**src/rtl/spike_rate_decoder.sv**
```systemverilog
// Spike-train decoder: windowed spike-count rate, decaying activity trace and
// inter-spike interval, all on the 8-bit value scale the neurons consume.
module spike_rate_decoder #(
  parameter int unsigned WINDOW_LOG2 = 4,
  parameter logic [7:0]  TRACE_INC   = 8'd64
) (
  input  logic       clk,
  input  logic       rst_n,
  input  logic       spike,
  input  logic       enable,
  output logic [7:0] rate,
  output logic       rate_valid,
  output logic [7:0] trace,
  output logic [7:0] isi,
  output logic       isi_valid,
  output logic       overflow
);

  typedef enum logic {
    IDLE,
    RUN
  } state_t;

  localparam logic [WINDOW_LOG2-1:0] WIN_ONE = 1;

  state_t                 state;
  state_t                 state_nx;
  logic                   run_edge;
  logic                   window_end;
  logic [WINDOW_LOG2-1:0] window_cnt;
  logic [7:0]             acc;
  logic                   acc_sat;
  logic [7:0]             isi_cnt;
  logic                   seen_first;
  logic [8:0]             acc_sum;
  logic [8:0]             isi_sum;
  logic [8:0]             trace_sum;

  always_ff @(posedge clk) begin
    if (!rst_n) state <= IDLE;
    else        state <= state_nx;
  end

  // Only an edge that is already in RUN with enable still high decodes; the
  // entry edge and any enable=0 edge behave as IDLE.
  always_comb begin
    state_nx = state;
    run_edge = 1'b0;
    case (state)
      IDLE: if (enable) state_nx = RUN;
      RUN: begin
        if (!enable) state_nx = IDLE;
        else         run_edge = 1'b1;
      end
      default: state_nx = IDLE;
    endcase
  end

  always_comb begin
    window_end = run_edge && (window_cnt == '1);
    acc_sum    = {1'b0, acc} + {8'd0, spike};
    isi_sum    = {1'b0, isi_cnt} + 9'd1;
    trace_sum  = {1'b0, trace} - {3'b000, trace[7:2]}
               + ((spike && enable) ? {1'b0, TRACE_INC} : 9'd0);
  end

  always_ff @(posedge clk) begin
    if (!rst_n) begin
      window_cnt <= '0;
      acc        <= '0;
      acc_sat    <= 1'b0;
      isi_cnt    <= '0;
      seen_first <= 1'b0;
      rate       <= '0;
      rate_valid <= 1'b0;
      trace      <= '0;
      isi        <= '0;
      isi_valid  <= 1'b0;
      overflow   <= 1'b0;
    end else begin
      rate_valid <= 1'b0;
      isi_valid  <= 1'b0;
      trace      <= trace_sum[8] ? 8'hFF : trace_sum[7:0];

      if (!run_edge) begin
        window_cnt <= '0;
        acc        <= '0;
        acc_sat    <= 1'b0;
        isi_cnt    <= '0;
        seen_first <= 1'b0;
      end else begin
        window_cnt <= window_cnt + WIN_ONE;

        // acc_sat remembers an earlier clamp so a window that counted more than
        // 255 still flags overflow even if its last cycle carries no spike.
        if (window_end) begin
          rate       <= acc_sum[8] ? 8'hFF : acc_sum[7:0];
          rate_valid <= 1'b1;
          acc        <= '0;
          acc_sat    <= 1'b0;
          if (acc_sat || acc_sum[8]) overflow <= 1'b1;
        end else begin
          acc     <= acc_sum[8] ? 8'hFF : acc_sum[7:0];
          acc_sat <= acc_sat | acc_sum[8];
        end

        if (spike) begin
          if (seen_first) begin
            isi       <= isi_cnt;
            isi_valid <= 1'b1;
          end
          seen_first <= 1'b1;
          isi_cnt    <= 8'd1;
        end else begin
          isi_cnt <= isi_sum[8] ? 8'hFF : isi_sum[7:0];
          if (isi_sum >= 9'd255) overflow <= 1'b1;
        end
      end
    end
  end

endmodule
```
**config.mk**
```make
export PLATFORM = sky130hd
export DESIGN_NAME = spike_rate_decoder
export DESIGN_NICKNAME = d
export VERILOG_FILES = /design/src/rtl/spike_rate_decoder.sv
export SDC_FILE = /design/constraint.sdc
export NUM_CORES = 1
export LEC_CHECK = 0
export BUFFER_PORTS_ARGS = -buffer_cell sky130_fd_sc_hd__buf_2
export CORE_MARGIN = 4
export CORE_UTILIZATION = 61
export DETAILED_ROUTE_END_ITERATION = 10
export PLACE_DENSITY = 0.84
export RECOVER_POWER = 100
export SLEW_MARGIN = 20
export SYNTH_ARGS = -nofsm -noshare
export SYNTH_HDL_FRONTEND = slang
export SYNTH_SLANG_ARGS = --single-unit
```
**constraint.sdc**
```tcl
create_clock -name clk -period 3.44 [get_ports clk]
set_input_delay 0.688 -clock clk [delete_from_list [all_inputs] [get_ports clk]]
set_output_delay 0.688 -clock clk [all_outputs]
set_load 0.005 [all_outputs]
```
**After elaboration in Yosys (flattened, before gate mapping)**

Index checks and enable logic that the tools add are counted.

- Bits in registers: 50
- Bits of input ports: 4
- Output and inout port bits: 27
- Logic and storage cells: 45

- Add/subtract/negate cells: 5
- $lt $le $gt $ge: 1
- Eq/ne operators: 1
- Mux-type cells: 13
- Bitwise gates (word level): 3
- Reduce and logical (&&, ||, !) cells: 9

Operators with widths:

| kind | count |
|---|---|
| 8-bit 2-to-1 mux | 3 |
| 8-bit by 1-bit adder with 9-bit output | 1 |
| 8-bit by 1-bit adder with 9-bit output, second input constant | 1 |
| 9-bit by 7-bit adder with 9-bit output | 1 |
| 9-bit by 8-bit greater-or-equal comparator with 1-bit output, second input constant | 1 |
| 1-bit 2-to-1 mux | 9 |
| 8-bit by 6-bit subtractor with 9-bit output | 1 |
| 7-bit 2-to-1 mux | 1 |
| 3-bit AND reduction | 2 |
| 3-bit OR reduction | 2 |
| 4-bit by 1-bit adder with 4-bit output, second input constant | 1 |
| 4-bit equality test, second input constant | 1 |
| 2-bit AND reduction | 2 |
| 1-bit logical AND | 2 |
| 1-bit inverter | 2 |
| 1-bit logical OR | 1 |
| 1-bit bitwise OR | 1 |

**Longest topological paths before layout**

Gate-level depths: netlist (run 1).

- Depth in word-level cells: 6
- Mapped depth: 11

**Worst setup path after synthesis (run 1)**

OpenSTA, ideal clock, no wires.

- Path kind: flip-flop to flip-flop
- From: register trace[3]
- To: register trace[7]
- Arrival: 2077 ps
- Required time: 3325 ps
- Setup slack: 1248 ps
- Cell stages (with the launch flop): 11
- Path buffers: 0
- Cell sequence: dfxtp_1 -> inv_1 -> ha_1 -> ha_1 -> fa_1 -> a21o_1 -> a21oi_1 -> o21bai_1 -> a21oi_1 -> xnor2_1 -> o21a_1

- Word-level cells in the longest chain between the ends: 3

Ends and longest elaborated chain:

| element | RTL line | text |
|---|---|---|
| from (decl) | 13 | `output logic [7:0] trace,` |
| from (signal assigned) | 83 | `trace <= trace_sum[8] ? 8'hFF : trace_sum[7:0];` |
| 8-bit by 6-bit subtractor with 9-bit output | 63 | `trace_sum = {1'b0, trace} - {3'b000, trace[7:2]}` |
| 9-bit by 7-bit adder with 9-bit output | 64 | `+ ((spike && enable) ? {1'b0, TRACE_INC} : 9'd0);` |
| 8-bit 2-to-1 mux | 83 |  |

Every way passes these cells.
A chain may end at the register's enable or synchronous reset.

**Worst setup path in the final report (run 1)**

- From: input spike
- To: register trace[6]

- Word-level cells in the longest chain between the ends: 4

Ends and longest elaborated chain:

| element | RTL line | text |
|---|---|---|
| from (decl) | 9 | `input logic spike,` |
| 1-bit logical AND | 64 |  |
| 7-bit 2-to-1 mux | 64 |  |
| 9-bit by 7-bit adder with 9-bit output | 64 |  |
| 8-bit 2-to-1 mux | 83 |  |

Every way passes these cells.

==> reports/qor.yml, run 1 <==
run_status:
  status: "completed"
timing:
  worst_pin_slew_ns: 1.11
  finalSetupTns_ns: 0
  fin_ws_ns: 1.00
  layout_min_cycle_time_ns: 2.44
  skew_ns: 0.00572
  max_slew_margin_pct: 26.3
  fmax_mhz: 411
  finalSetupViolCount: 0
  rsz0062_at_grt: "false"
  finalCritPeriodShare_pct: 70.8
  slew_viol_final: 0
  hold_violations: 0
worst_hold_path:
  hold_class: "reg2reg"
  worstHoldStart: "window_cnt[0]"
clock_network:
  clock_tree.root_cell: "clkbuf_8"
  cts_buffers: 5
  ctsHoldBuffers: 0
  htree_num_levels: 2
  clk_latency_ns: 0.31
  clk_pin_slew_ns: 0.08
  clock-sinks: 50
  cts_tree: "yes"
  cts_max_path_buffers: 2
  cts_setup_buffers: 0
  ctsResizeCount: 0
yosys:
  synth_nets: 275
  syn_area_um2: 2290
  syn-instance-count: 251
  syn_avg_cell_area_um2: 9.14
  ys_seq_elements: 50
  synth_warnings: 0
  synth_cell_types: 36
  ys_seq_area_share_pct: 43.6
grt:
  grt.overflow.total: 0
  grt_pass1_wl_um: 7200
  antenna_found_initial: 0
  grt_pass1_vias: 1640
  global_route.usage.total_pct: 18.6
  grt_max_degree: 28
worst_setup_path:
  crit_required_ns: 3.69
  cp_data_arrival_time_ns: 2.68
  start_kind: "primary input"
  cp-end-kind: "flop"
  cp-endpoint: "trace[6]"
  critPathLaunch: "spike"
  ff2ff_path_depth: 9
  path_max_fanout: 8
  r2r_slack_ns: 1.03
  critPathKind: "in2reg"
  reg2reg_to: "trace[6]"
  rr_startpoint: "trace[4]"
placement:
  io_buffers: 30
  hpwl_um: 3130
  gp_congestion: 0.853
  post-place-ws_ns: 0.815
run:
  drv_cap: 0
floorplanning:
  ios: 31
  die-height_um: 69.3
  fp-row-count: 22
  die_area_um2: 4800
  fp.dieW_um: 69.3
  core_um2: 3630
  start_util_pct: 63.1
detailed_routing:
  drcViolationCount: 0
  viasPerCell: 5.22
  wirelength_um: 4210
  dr.pass1.iters: 4
  drt-initial-drc-count: 70
  via_count: 1734
  ant_nets: 0
  wl_per_cell_um: 12.7
final_layout:
  drive_above_1_share_pct: 9.86
  area.sequential_um2: 1000
  fillers: 292
  final_common_cell: "dfxtp_1"
  multiInputGateArea_um2: 1170
  nNetsFinal: 307
  syn2layout_area_growth_pct: 10.3
  layout_common_cells: "dfxtp_1 (50), nand2_1 (32), nor2_1 (28), ha_1 (19), buf_2 (19)"
  antenna_cells: 0
power_and_ir_drop:
  ir_drop_v: 0.000373
  p_leak_nw: 1.11
  power_density_nw_per_um2: 725
## report_power, final
group | switching, W | total [W] | leakage, nW | internal, W
Combinational | 0.000432 | 0.000826 | 0.657 | 0.000394
Clock | 0.000183 | 0.000346 | 0.0482 | 0.000162
Sequential | 0.0000303 | 0.000663 | 0.406 | 0.000633
## flip-flops by register name, indices dropped and copies added (netlist names)
| register | count |
|---|---|
| window_cnt | 4 |
| state | 1 |
| rate_valid | 1 |
| isi_cnt | 8 |
| trace | 8 |
| seen_first | 1 |
| isi_valid | 1 |
| isi | 8 |
| rate | 8 |
| acc_sat | 1 |
| acc | 8 |
| overflow | 1 |
## cells by family after synthesis
group                      share of synthesized area (%)
AOI/OAI and AO/OA                                   15.3
and+or+nand+nor                                     18.3
DFF                                                 43.6
adders and majority gates                           11.2
buffers and inverters                               4.47
xor gates and xnor gates                            6.11
muxes                                              0.873
## per-layer routing
| metal | global-route usage [%] | routed length, um | up-vias |
|---|---|---|---|
| li1 | - | - | 907 |
| met1 | 23.8 | 2020 | 801 |
| met2 | 28.4 | 1950 | 20 |
| met3 | 5.65 | 158 | 6 |
| met4 | 8.89 | 76 | 0 |
| met5 | 0 | 0 | - |
## metrics by stage
step                hold WS, ns  instances  total power, W  area [um2]  util (%)
finish                    0.453        332         0.00183        2530      69.6
detailed placement        0.440        324         0.00151        2470      68.0
CTS                       0.454        332         0.00185        2560      70.6
global route              0.490        332         0.00198        2530      69.6
floorplan                 0.418        251         0.00132        2290         -
global placement          0.429        324         0.00147        2470      68.0
## cells in the mapped netlist, drive strengths merged
library cell	count	area share, %
ha	19	10
a21oi	9	2.0
a21boi	8	2.6
o41a	1	0.49
mux2i	2	0.87
dfxtp	50	44
and3	2	0.98
or4	1	0.33
o21a	8	2.6
xor2	7	2.7
o21ai	7	1.7
xnor2	9	3.4
fa	1	0.87
o211a	5	2.2
and2	5	1.4
clkbuf	4	0.71
a31oi	4	1.1
nor2	28	4.7
nand3	13	3.3
nand2b	4	1.1
nand4	2	0.55
a21o	3	0.98
nor3	1	0.22
nand3b	1	0.33
buf	2	0.98
nand2	32	5.2
or2	1	0.27
inv	17	2.8
o22a	1	0.38
o21bai	4	1.3
## layout make-up
class                      count  area share, %
multi-input combinational    178           46.4
sequential                    50           39.6
timing repair buffer          31           5.54
clock buffer                   7           3.41
inverter                      17           2.52
tap                           48           2.37
clock inverter                 1          0.198
## critical path, cell delays in order
cell	delay, ns
clkbuf_1	0.20
nand2_1	0.10
ha_1	0.28
inv_1	0.04
ha_1	0.32
o21ai_0	0.09
nand2b_1	0.07
a31oi_1	0.10
xnor2_1	0.56
o21a_1	0.22
## how the worst min path moves through the flow
stage	end	slack, ns	cells past startpoint
floorplan	window_cnt[0]	0.42	1
global placement	window_cnt[0]	0.43	1
detailed placement	window_cnt[0]	0.44	1
CTS	window_cnt[0]	0.45	1
global route	window_cnt[0]	0.49	1
finish	window_cnt[0]	0.45	1
(Power assumes the default switching activity.)
==> inputs of run 2 (changes only) <==
--- a/config.mk
+++ b/config.mk
@@ -5,11 +5,12 @@
 export SDC_FILE = /design/constraint.sdc
 export NUM_CORES = 1
 export LEC_CHECK = 0
+export ABC_AREA = 1
 export BUFFER_PORTS_ARGS = -buffer_cell sky130_fd_sc_hd__buf_2
 export CORE_MARGIN = 4
-export CORE_UTILIZATION = 61
+export CORE_UTILIZATION = 57
 export DETAILED_ROUTE_END_ITERATION = 10
-export PLACE_DENSITY = 0.84
+export PLACE_DENSITY = 0.79
 export RECOVER_POWER = 100
 export SLEW_MARGIN = 20
 export SYNTH_ARGS = -nofsm -noshare
==> constraint.sdc (replaced) <==
create_clock -name clk -period 2.25 [get_ports clk]
set_input_delay 0.45 -clock clk [delete_from_list [all_inputs] [get_ports clk]]
set_output_delay 0.45 -clock clk [all_outputs]
set_load 0.005 [all_outputs]
==> run 2 against run 1 <==
  * Combinational power is 68% higher
  * Clock-buffer cell count shrank 2
  * Clock skew decreased by 0.00089 ns
  * Worst setup slack got worse by 0.79 ns
  * Cell count increased by 18%
  * Highest routed layer unchanged
  * Flip-flop and latch count is the same
  * Via count rose by 15%
  * Non-clock buffer count is 1 higher
==> reports/qor.yml, run 2 <==
run_status:
  status: "completed"
floorplanning:
  die_area_um2: 5290
  core_um2: 4030
  start_util_pct: 59.2
  fp-row-count: 23
  ios: 31
  fp.dieW_um: 72.7
  die-height_um: 72.7
yosys:
  syn_avg_cell_area_um2: 7.75
  ys_seq_area_share_pct: 42.0
  synth-simple-area-share_pct: 23.6
  syn-instance-count: 308
  syn_area_um2: 2390
  synth_nets: 332
  synth_ff_type: "dfxtp_1"
  synthXorXnorAreaFrac_pct: 2.94
  ys_seq_elements: 50
  muxShareOfSynthArea_pct: 0
  synth_most_common_cell: "dfxtp_1"
  synth_area_leaders: "dfxtp_1 (42%), ha_1 (10%), nand2_1 (7.6%), inv_1 (7.1%), nor2_1 (5.8%)"
  synth_warnings: 0
  synth-compound-area-share_pct: 11.6
  synth-async-reset-ratio_pct: 0
  synth_cell_types: 31
  yosysTopAreaCellShare_pct: 42.0
  synth_top_family_by_area: "simple AND/OR/NAND/NOR gates"
  synth_top_area_cell: "dfxtp_1"
  synthAdderAreaFrac_pct: 10.8
  synth_edf_count: 0
  synth_common_cells: "dfxtp_1 (50), nand2_1 (48), inv_1 (45)"
power_and_ir_drop:
  power_density_nw_per_um2: 1110
  p_leak_nw: 1.29
  combPwrFrac_pct: 47.7
  ir_drop_v: 0.000437
  switchingPower_w: 0.00114
  power_frac_seq_pct: 35.0
  clock_power_share_pct: 17.3
  sw_frac_of_total_pct: 39.3
  power_w: 0.00291
  p_int_w: 0.00177
grt:
  grt_max_degree: 25
  grt.overflow.total: 0
  antenna_found_initial: 0
  grt_pass1_vias: 1855
  global_route.usage.total_pct: 19.2
  grt_busiest_layer: "met2"
  met3_usage_pct: 5.37
  grt_util_met1_pct: 24.1
  grt_pass1_wl_um: 7950
  use_met2_pct: 30.7
worst_hold_path:
  hold_class: "in2reg"
  worstHoldStart: "enable"
worst_setup_path:
  cp-end-kind: "flop"
  crit_required_ns: 2.46
  critPathLaunch: "trace[7]"
  path_max_fanout: 8
  critPathKind: "reg2reg"
  cp_data_arrival_time_ns: 2.24
  start_kind: "flop"
  rr_startpoint: "trace[7]"
clock_network:
  clk_latency_ns: 0.30
  cts_tree: "yes"
  cts_max_path_buffers: 2
  cts_setup_buffers: 0
  clk_pin_slew_ns: 0.09
  cts_buffers: 5
  clock_tree.root_cell: "clkbuf_8"
  ctsHoldBuffers: 0
  htree_num_levels: 2
  clock-sinks: 50
  ctsResizeCount: 0
timing:
  skew_ns: 0.00483
  finalCritPeriodShare_pct: 90.4
  layout_min_cycle_time_ns: 2.03
  finalSetupViolCount: 0
  finalSetupTns_ns: 0
  rsz0062_at_grt: "false"
  fmax_mhz: 491
  slew_viol_final: 0
  worst_hold_slack_ns: 0.354
  worst_pin_slew_ns: 0.944
  max_slew_margin_pct: 37.1
  hold_violations: 0
final_layout:
  antenna_cells: 0
  layout_common_cells: "dfxtp_1 (50), inv_1 (49), nand2_1 (48), nor2_1 (38), a21oi_1 (22)"
  final_common_cell: "dfxtp_1"
  final_cells: 393
  syn2layout_area_growth_pct: 9.70
  drive_above_1_share_pct: 9.33
  utilization_pct: 65.0
  fillers: 376
  nNetsFinal: 367
detailed_routing:
  wirelength_um: 4420
  viasPerCell: 5.07
  ant_nets: 0
  wl_per_cell_um: 11.3
  via_count: 1991
  drcViolationCount: 0
  drt-initial-drc-count: 141
  dr.pass1.iters: 4
placement:
  dp.cells: 386
  gp_congestion: 0.873
  hpwl_um: 3390
  io_buffers: 30
run:
  drv_cap: 0
-- run 2: cells by family (layout without fill, tap and decap cells) --
| group | count (synthesis) | count (layout) |
|---|---|---|
| DFF | 50 | 50 |
| AOI/OAI and AO/OA | 52 | 52 |
| adders and majority gates | 20 | 20 |
| xor gates and xnor gates | 8 | 8 |
| buffers and inverters | 57 | 92 |
| and+or+nand+nor | 121 | 121 |
-- run 2: critical path: stages (launching register included) --
cell and delay, ns:
dfxtp_1 0.37, inv_1 0.09, ha_1 0.28, ha_1 0.35, a21o_1 0.22, a31oi_1 0.17, nand3_1 0.11, nand2_2 0.15
nand2_1 0.07, nand2_1 0.06, inv_1 0.06
-- run 2: power groups by stage --
| stage | Combinational, W | Clock, W | Sequential, W |
|---|---|---|---|
| CTS | 0.00141 | 0.000527 | 0.00102 |
| floorplan | 0.00108 | 0 | 0.00104 |
| global placement | 0.00136 | 0 | 0.00104 |
| finish | 0.00139 | 0.000503 | 0.00102 |
| detailed placement | 0.00139 | 0 | 0.00104 |
| global route | 0.00164 | 0.000559 | 0.00103 |
-- run 2: final timing paths --
path / end / slack, ns / cells after the start
setup / recovery: trace[1] / 0.22 / 10
hold / removal: state / 0.35 / 3
hold reg to reg: window_cnt[0] / 0.45 / 1
setup reg to reg: trace[1] / 0.22 / 10
-- run 2: cell type report --
cell class                      count  area (um2)  area share (%)
Clock buffer                        5        68.8            2.63
Clock inverter                      2        13.8           0.526
Inverter                           53         199            7.60
Multi-Input combinational cell    201        1130            43.3
Sequential cell                    50        1000            38.2
Tap cell                           50        62.6            2.39
Timing Repair Buffer               32         140            5.35
-- run 2: metrics by stage --
step / area (um2) / setup slack [ns]
floorplan: 2390 / 0.389
global placement: 2600 / 0.242
detailed placement: 2600 / 0.177
CTS: 2680 / 0.232
global route: 2620 / 0.0334
finish: 2620 / 0.215
-- run 2: per-layer routing --
layer	vias up	share of wire, %	routed length [um]
li1	1059	-	-
met1	891	48	2100
met2	34	46	2050
met3	7	4.2	185
met4	0	1.9	85
met5	-	0	0
